<file path="config.mk">
export PLATFORM = sky130hd
export DESIGN_NAME = seq_table_loader
export DESIGN_NICKNAME = d
export VERILOG_FILES = /design/src/rtl/seq_pkg.sv /design/src/rtl/seq_table_loader.sv
export SDC_FILE = /design/constraint.sdc
export NUM_CORES = 1
export LEC_CHECK = 0
export CORE_ASPECT_RATIO = 1.75
export CORE_UTILIZATION = 41
export DETAILED_ROUTE_END_ITERATION = 10
export GPL_ROUTABILITY_DRIVEN = 0
export PLACE_DENSITY_LB_ADDON = 0.12
export SLEW_MARGIN = 10
export SYNTH_ARGS = -nofsm -noshare
export SYNTH_HDL_FRONTEND = slang
export SYNTH_SLANG_ARGS = --single-unit
</file>
<file path="constraint.sdc">
create_clock -name clk_i -period 2.2 [get_ports clk_i]
set_clock_uncertainty 0.15 [all_clocks]
set_input_delay 0.44 -clock clk_i [delete_from_list [all_inputs] [get_ports clk_i]]
set_output_delay 0.44 -clock clk_i [all_outputs]
set_load 0.02 [all_outputs]
</file>
<file path="src/rtl/seq_pkg.sv">
`default_nettype none
// ============================================================================
// Module  : seq_pkg
// Brief   : Shared constants, loader state encoding and frame helper for the
//           sequencer table loader.
// Rev     : 1.0 - initial release
// ============================================================================
package seq_pkg;

  localparam int FRAME_WORDS = 4;
  localparam int LEN_W       = 16;

  typedef enum logic [2:0] {
    ST_IDLE   = 3'd0,
    ST_START  = 3'd1,
    ST_STREAM = 3'd2,
    ST_GAP    = 3'd3,
    ST_COMMIT = 3'd4,
    ST_ERROR  = 3'd5
  } loader_state_e;

  function automatic logic frame_aligned(input logic [31:0] n);
    return (n % FRAME_WORDS) == 0;
  endfunction

endpackage
`default_nettype wire

</file>
<file path="src/rtl/seq_table_loader.sv">
`default_nettype none
// ============================================================================
// Module  : seq_table_loader
// Brief   : Replays a valid/ready word stream as sequencer table-write strobes
//           with frame alignment, size limit and strobe spacing enforcement.
// Rev     : 1.0 - initial release
// ============================================================================
module seq_table_loader
  import seq_pkg::*;
#(
  parameter int MAX_WORDS = 4096,
  parameter int WSTB_GAP  = 1
) (
  input  logic              clk_i,
  input  logic              reset_i,
  input  logic              load_i,
  input  logic              abort_i,
  input  logic [31:0]       data_i,
  input  logic              valid_i,
  input  logic              last_i,
  output logic              ready_o,
  output logic              TABLE_START,
  output logic              TABLE_START_WSTB,
  output logic [31:0]       TABLE_DATA,
  output logic              TABLE_WSTB,
  output logic [LEN_W-1:0]  TABLE_LENGTH,
  output logic              TABLE_LENGTH_WSTB,
  output logic              busy_o,
  output logic              done_o,
  output logic              err_o
);

  localparam int          CW       = $clog2(MAX_WORDS) + 1;
  localparam int          GW       = (WSTB_GAP > 1) ? $clog2(WSTB_GAP) : 1;
  localparam logic [CW-1:0] C_MAXC = CW'(MAX_WORDS);
  localparam logic [GW-1:0] C_GAP_INIT = GW'((WSTB_GAP > 0) ? (WSTB_GAP - 1) : 0);

  loader_state_e    state_q, state_d;
  logic [CW-1:0]    cnt_q, cnt_d;
  logic [GW-1:0]    gap_q, gap_d;
  logic             last_q, last_d;
  logic             err_q, err_d;
  logic [31:0]      data_q, data_d;
  logic             wstb_q, wstb_d;
  logic [LEN_W-1:0] len_q, len_d;
  logic             hs;

  // Abort gates ready combinationally so a coincident word is never taken.
  assign ready_o           = (state_q == ST_STREAM) && !abort_i;
  assign hs                = valid_i && ready_o;
  assign TABLE_START       = (state_q != ST_IDLE);
  assign TABLE_START_WSTB  = (state_q == ST_START);
  assign TABLE_DATA        = data_q;
  assign TABLE_WSTB        = wstb_q;
  assign TABLE_LENGTH      = len_q;
  assign TABLE_LENGTH_WSTB = (state_q == ST_COMMIT) && !abort_i;
  assign done_o            = (state_q == ST_COMMIT) && !abort_i;
  assign busy_o            = (state_q != ST_IDLE);
  assign err_o             = err_q;

  always_comb begin
    state_d = state_q;
    cnt_d   = cnt_q;
    gap_d   = gap_q;
    last_d  = last_q;
    err_d   = err_q;
    data_d  = data_q;
    wstb_d  = 1'b0;
    len_d   = len_q;

    case (state_q)
      ST_IDLE: begin
        if (load_i) begin
          state_d = ST_START;
          cnt_d   = '0;
          last_d  = 1'b0;
          err_d   = 1'b0;
        end
      end
      ST_START: state_d = ST_STREAM;
      ST_STREAM: begin
        if (hs) begin
          if (cnt_q == C_MAXC) begin
            state_d = ST_ERROR;
          end else begin
            data_d = data_i;
            wstb_d = 1'b1;
            cnt_d  = cnt_q + CW'(1);
            if (last_i && !frame_aligned(32'(cnt_d))) begin
              state_d = ST_ERROR;
            end else if (WSTB_GAP > 0) begin
              state_d = ST_GAP;
              gap_d   = C_GAP_INIT;
              last_d  = last_i;
            end else begin
              state_d = last_i ? ST_COMMIT : ST_STREAM;
            end
          end
        end
      end
      ST_GAP: begin
        if (gap_q == '0) begin
          state_d = last_q ? ST_COMMIT : ST_STREAM;
        end else begin
          gap_d = gap_q - GW'(1);
        end
      end
      ST_COMMIT: state_d = ST_IDLE;
      ST_ERROR: begin
        state_d = ST_IDLE;
        err_d   = 1'b1;
      end
      default: state_d = ST_IDLE;
    endcase

    if (abort_i && (state_q != ST_IDLE)) begin
      state_d = ST_IDLE;
      err_d   = err_q;
    end

    // Length is captured on entry so it is stable while the commit strobe is high.
    if ((state_d == ST_COMMIT) && (state_q != ST_COMMIT)) begin
      len_d = LEN_W'(32'(cnt_d));
    end
  end

  always_ff @(posedge clk_i or posedge reset_i) begin
    if (reset_i) begin
      state_q <= ST_IDLE;
      cnt_q   <= '0;
      gap_q   <= '0;
      last_q  <= 1'b0;
      err_q   <= 1'b0;
      data_q  <= '0;
      wstb_q  <= 1'b0;
      len_q   <= '0;
    end else begin
      state_q <= state_d;
      cnt_q   <= cnt_d;
      gap_q   <= gap_d;
      last_q  <= last_d;
      err_q   <= err_d;
      data_q  <= data_d;
      wstb_q  <= wstb_d;
      len_q   <= len_d;
    end
  end

endmodule
`default_nettype wire

</file>
==> results.md, run 1 <==
* Total wire length at between 6000 and 7000 um
* Initial antenna violation count at 0
* Switching part of the total at 0.3054
* Sequential share of power at 0.354
* Clock transition at path regs at about 0.05 ns
* Final hold vios at 0
* Synth Flop Type: dfrtp_1
* Total gr overflow at 0
* Worst setup EP type: output pin
* Setup Buffers After CTS at 0
* Max_cap viols at 0
* Worst EP arrival at around 1.6 ns
* Initial Utilization at 0.4223
* First-pass GRT wire length at roughly 11000 um
* Fin util at 0.6270
* Worst hold slack at roughly 0.34 ns
* Vias in the first global route at approximately 2300
* Drt pass-1 iters at 4
* Clock latency on the worst-skew pair at about 0.33 ns
* Root buffer cell: clkbuf_16
* Max Slew Vio Count at 0
* Max transition margin at 0.6591
* Cell area after synthesis at slightly below 3000 sq um
* Critical setup path kind: primary input to output pin
* Chip Height at 113.2 um
* Ys Warns at 0
* Gate power share at 0.382
* Clock power share at 0.264
* Post-DR vias/cell at around 5.1
* Outcome: complete, no violations
* Num ports at 94
* Final worst setup slack at 0.01615 ns
* Register Area at approximately 1600 sq um
* Multi-input gate area at between 1000 and 1500 sq um
* Commonest cells after routing, fill and taps aside: 84 x clkdlybuf4s50_1, 64 x dfrtp_1, 24 x mux2_2, 23 x buf_4, 14 x mux2_4
* Number of port buffers at 90
* Yosys cell types at 43
* Die area at ~7400 sq um
* Ant. Diodes at 0
* Initial DRC Count at ~110
* Layout Nets at around 380
* Post-Syn Instances at 229
* CP Launch Type: primary input
* DRC violation count after routing at 0
* PwrDens at roughly 1100 nW/um^2
* Worst-Margin Slew at 0.5043 ns
* Cell area after layout at between 4000 and 5000 sq um
* Total core area at 6857 sq um
* Final setup viols at 0
* GRT Overall Usage at 0.1943
* Period utilization at 0.9927
* Crit path time final at 2.184 ns
* Total Power at roughly 0.0048 W
* Lkg Pwr at roughly 2.0 nW
* Post-DP Area at just over 4000 sq um
* CP Max Fanout at 3
* Max IR drop VDD at approximately 0.90 mV
* Psw at roughly 0.0015 W
* Asr flop ratio synth at 1.000
* # rows at 40
* Clk buf depth at 2
* Pre-CTS setup slack at -0.3545 ns
* Final ANT Viol Nets at 0
* F_max at around 460 MHz
* Htree depth at 3
* CTS tree: yes
* Cts bufs inserted at 9
* Synth Register Bits at 64
* Most common cell after layout, fill and taps aside: clkdlybuf4s50_1
* Sink Count at between 60 and 70
* Internal at 0.003362 W
* Number of flops mapped to enable cells by yosys at 0
* Post-detail-place hpwl at 4673 um
* Share of cells above drive strength 1 at 0.2457
* Syn Area/Cell at around 13 sq um
* Area Growth Syn to Fin at 48.49%
* Filler Cell Count at ~530
* Worst hold path type: primary input to asynchronous set/reset pin
* Die X at 65.53 um
* Worst endpoint required time at ~1.6 ns
* RSZ-0062 raised after global routing: yes
* Wire length per cell at about 15 um
* Post-synthesis sequential area ratio at 0.5532
* Total number of vias at 2211
* Largest net degree at the start of global routing at 65
synthesized netlist by cell type (5+ instances only):
cell | number | area, sq um
nand2_1 | 13 | 48.80
mux2i_1 | 5 | 50.05
o21ai_0 | 10 | 50.05
mux2_2 | 24 | 270.3
dfrtp_1 | 64 | 1602
mux2_4 | 14 | 210.2
a21oi_1 | 7 | 35.03
nand3_1 | 7 | 35.03
inv_1 | 8 | 30.03
buf_6 | 5 | 56.30
buf_4 | 7 | 52.55
nor2_1 | 9 | 33.78
stage by stage:
stage	instances	TNS, ns
3_3_place_gp	415	-3.706
5_1_grt	430	-0.1048
2_1_floorplan	231	0
4_1_cts	430	-0.02256
3_5_place_dp	415	-4.331
6_report	430	0
cells by family after synthesis:
group,synth area share
multiplexers,0.1832
flip-flops,0.5532
AND/OR/NAND/NOR,0.1266
adder cells (fa/ha/maj),0.008642
buffers and inverters,0.05575
other,0.001295
AO/OA/AOI/OAI,0.07131
metal layers:
layer	vias up	track usage	share of wire
li1	1041	-	-
met1	1085	0.2167	0.39
met2	69	0.3223	0.53
met3	16	0.06855	0.054
met4	0	0.09420	0.030
met5	-	0	0
state kept, by name, indices dropped and copies added, names as in the netlist:
register,cells
last_q,1
TABLE_LENGTH,13
TABLE_DATA,32
err_o,1
state_q,3
TABLE_WSTB,1
cnt_q,13
power by group through the flow:
stage / Clock [W] / Combinational [W] / Sequential (W)
after floorplan: 0 / 0.000578 / 0.00212
after global placement: 0 / 0.00186 / 0.00172
after detailed placement: 0 / 0.00188 / 0.00172
after CTS: 0.00131 / 0.00187 / 0.00172
after global routing: 0.00137 / 0.00195 / 0.00176
final: 0.00128 / 0.00185 / 0.00171
path summary, 6_finish.rpt:
| check | slack (ns) | to | start | depth (start not counted) |
|---|---|---|---|---|
| worst min register to register | 0.35 | TABLE_LENGTH[6] | TABLE_LENGTH[6] | 1 |
| max in group asynchronous | 1.25 | TABLE_WSTB | reset_i | 3 |
| worst max register to register | 0.16 | TABLE_DATA[16] | state_q[2] | 5 |
| worst max-delay path | 0.02 | TABLE_LENGTH_WSTB | abort_i | 4 |
| worst min-delay path | 0.34 | TABLE_DATA[2] | reset_i | 3 |
| min in group clk_i | 0.35 | TABLE_LENGTH[6] | TABLE_LENGTH[6] | 1 |
repair_timing:
item / CTS / global route
hold buffers: 0 / 0
resized for setup: 7 / 8
endpoints found under the setup margin: 6 / 12
cell type report:
cell class              count  share of cell area
well taps                  84             0.02445
inverters                   8            0.006985
flip-flops and latches     64              0.3725
clock buffers              15             0.06228
multi-input cells         142              0.2680
repair buffers            117              0.2657
worst max-delay path: stages:
cell	delay, ns
clkdlybuf4s50_1	0.46
nand2b_1	0.18
nor3_1	0.18
dlygate4sd1_1	0.34
No activity file was read; power rests on OpenSTA's default activity.
==> run 2: changes to the inputs <==
--- a/config.mk
+++ b/config.mk
@@ -6,9 +6,10 @@
 export NUM_CORES = 1
 export LEC_CHECK = 0
 export CORE_ASPECT_RATIO = 1.75
-export CORE_UTILIZATION = 41
+export CORE_UTILIZATION = 46
 export DETAILED_ROUTE_END_ITERATION = 10
 export GPL_ROUTABILITY_DRIVEN = 0
+export HOLD_SLACK_MARGIN = 0.05
 export PLACE_DENSITY_LB_ADDON = 0.12
 export SLEW_MARGIN = 10
 export SYNTH_ARGS = -nofsm -noshare
==> constraint.sdc (replaced) <==
create_clock -name clk_i -period 2.1 [get_ports clk_i]
set_clock_uncertainty 0.15 [all_clocks]
set_input_delay 0.42 -clock clk_i [delete_from_list [all_inputs] [get_ports clk_i]]
set_output_delay 0.42 -clock clk_i [all_outputs]
set_load 0.02 [all_outputs]
==> results.md, run 2 (synthesis gave the netlist of run 1 again) <==
* Outcome: complete, no violations
* Clock latency on the worst-skew pair at 0.35 ns
* Max reg flops at 32
* Root buffer cell: clkbuf_8
* Cts hold-fix bufs at 0
* Number of port buffers at 90
* Clk buf depth at 2
* Total gr overflow at 0
* Drt pass-1 iters at 4
* Switching part of the total at 0.3186
* First-pass GRT wire length at 10330 um
* Die X at approximately 62 um
* Largest net degree at the start of global routing at 65
* Wire length per cell at 15.14 um
* Period utilization at 0.9685
* F_max at 491.7 MHz
* Worst setup EP type: flip-flop
* Cts bufs inserted at 9
* DRC violation count after routing at 0
* Chip Height at around 110 um
* Clock transition at path regs at around 0.070 ns
* GRT Overall Usage at 0.2190
* Sequential share of power at 0.371
* Layout Cells excl Fill at ~430
* Worst EP arrival at between 2 and 2.5 ns
* Final ANT Viol Nets at 0
* Max Slew Vio Count at 0
* Placed Cells at slightly above 400
* Total core area at 5972 sq um
* Hold Path Stages at 1
* Num ports at 94
* Flop2flop setup slack at 0.07 ns
* Ant. Diodes at 0
* Pre-CTS setup slack at -0.3845 ns
* # rows at 37
* Initial DRC Count at 57
* Layout Nets at 391
* Max_cap viols at 0
* Critical path endpoint: TABLE_DATA[23]
* CP Max Fanout at 7
* Die area at ~6600 sq um
* Post-detail-place hpwl at 4729 um
* CP Launch Type: flip-flop
* RR Startpoint: state_q[1]
* Worst hold path type: flip-flop to flip-flop
* Initial Utilization at 0.4848
* Share of cells above drive strength 1 at 0.2949
* Vias in the first global route at roughly 2300
* Post-DR vias/cell at 5.212
* Reg2reg end: TABLE_DATA[23]
* Sink Count at 64
* Initial antenna violation count at 0
* Max IR drop VDD at 0.8252 mV
* Most common cell after layout, fill and taps aside: clkdlybuf4s50_1
* Gate power share at 0.409
* Crit path time final at just over 2 ns
* Htree depth at 3
* Clock power share at 0.220
* Worst hold slack at around 0.35 ns
* Worst endpoint required time at ~2.2 ns
* Final hold vios at 0
* Internal at 0.003309 W
* Total number of vias at 2262
* CTS tree: yes
* Final worst setup slack at about 0.066 ns
* Total wire length at ~6600 um
* Final setup viols at 0
* Critical setup path kind: flip-flop to flip-flop
* Critical path origin: state_q[1]
* Psw at 0.001547 W
* Worst reg-to-reg path cell count at 5
* Area Growth Syn to Fin at 49.70%
* Lkg Pwr at ~2.0 nW
* Commonest cells after routing, fill and taps aside: 84 x clkdlybuf4s50_1, 63 x dfrtp_1, 30 x buf_4, 24 x mux2_2, 14 x mux2_4
* PwrDens at 1120 nW/um^2
## run 2: cell types whose count changed in the layout (fill, tap and decap cells not counted), moves of 5 or more
cell       delta
clkbuf_8      +9
clkbuf_16     -7
buf_2         +5
buf_4         +7
## run 2: timing repair
action / in CTS / in global routing
gates cloned: 0 / 2
pin swaps: 1 / 0
setup buffers: 1 / 0
endpoints found under the hold margin: 0 / 0
setup endpoints to repair: 24 / 20
resized for setup: 25 / 8
## run 2: cell type report
type,instances,area [sq um]
Clock inverter,3,40.04
Sequential cell,64,1603
Timing Repair Buffer,126,1221
Tap cell,78,97.59
Multi-Input combinational cell,142,1180
Inverter,8,33.78
Clock buffer,13,158.9
Fill cell,422,1638
## run 2: worst max-delay path: stages (launching register included)
cell	delay [ns]
dfrtp_1	0.46
or3b_1	0.54
nor2_8	0.15
nand2b_4	0.13
clkbuf_16	0.20
mux2_4	0.29
## run 2: how the worst min path moves through the flow
stage / start / slack (ns) / end
global placement: TABLE_DATA[30] / 0.34 / TABLE_DATA[30]
global route: TABLE_DATA[2] / 0.37 / TABLE_DATA[2]
finish: TABLE_DATA[2] / 0.35 / TABLE_DATA[2]
floorplan: cnt_q[10] / 0.33 / cnt_q[10]
CTS: TABLE_DATA[2] / 0.36 / TABLE_DATA[2]
detailed placement: TABLE_DATA[21] / 0.34 / TABLE_DATA[21]
## run 2: per-stage QoR
| stage | power (W) | TNS [ns] | utilization | instance area [sq um] |
|---|---|---|---|---|
| 6_report | 0.004856 | 0 | 0.7257 | 4334 |
| 5_1_grt | 0.005108 | -0.001411 | 0.7257 | 4334 |
| 4_1_cts | 0.004888 | 0 | 0.7130 | 4258 |
| 2_1_floorplan | 0.002824 | 0 | - | 2907 |
| 3_5_place_dp | 0.003803 | -7.376 | 0.6797 | 4059 |
| 3_3_place_gp | 0.003777 | -7.300 | 0.6797 | 4059 |
## run 2: layer usage
metal,wire length (um),GRT usage
met1,2403,0.2460
met2,3608,0.3412
met3,291,0.07600
met4,266,0.1349
met5,0,0
## run 2: power by group through the flow
| stage | clock [W] | combinational [W] | sequential (W) |
|---|---|---|---|
| floorplan | 0 | 0.000605 | 0.00222 |
| global placement | 0 | 0.00198 | 0.00180 |
| detailed placement | 0 | 0.00200 | 0.00180 |
| CTS | 0.00110 | 0.00199 | 0.00180 |
| global route | 0.00117 | 0.00209 | 0.00185 |
| finish | 0.00107 | 0.00199 | 0.00180 |
==> run 3: changes to the inputs <==
--- a/config.mk
+++ b/config.mk
@@ -5,10 +5,10 @@
 export SDC_FILE = /design/constraint.sdc
 export NUM_CORES = 1
 export LEC_CHECK = 0
+export CAP_MARGIN = 15
 export CORE_ASPECT_RATIO = 1.75
 export CORE_UTILIZATION = 46
 export DETAILED_ROUTE_END_ITERATION = 10
-export GPL_ROUTABILITY_DRIVEN = 0
 export HOLD_SLACK_MARGIN = 0.05
 export PLACE_DENSITY_LB_ADDON = 0.12
 export SLEW_MARGIN = 10
==> results of run 3 <==
No change in the layout: final DEF, timing and power equal those of run 2.
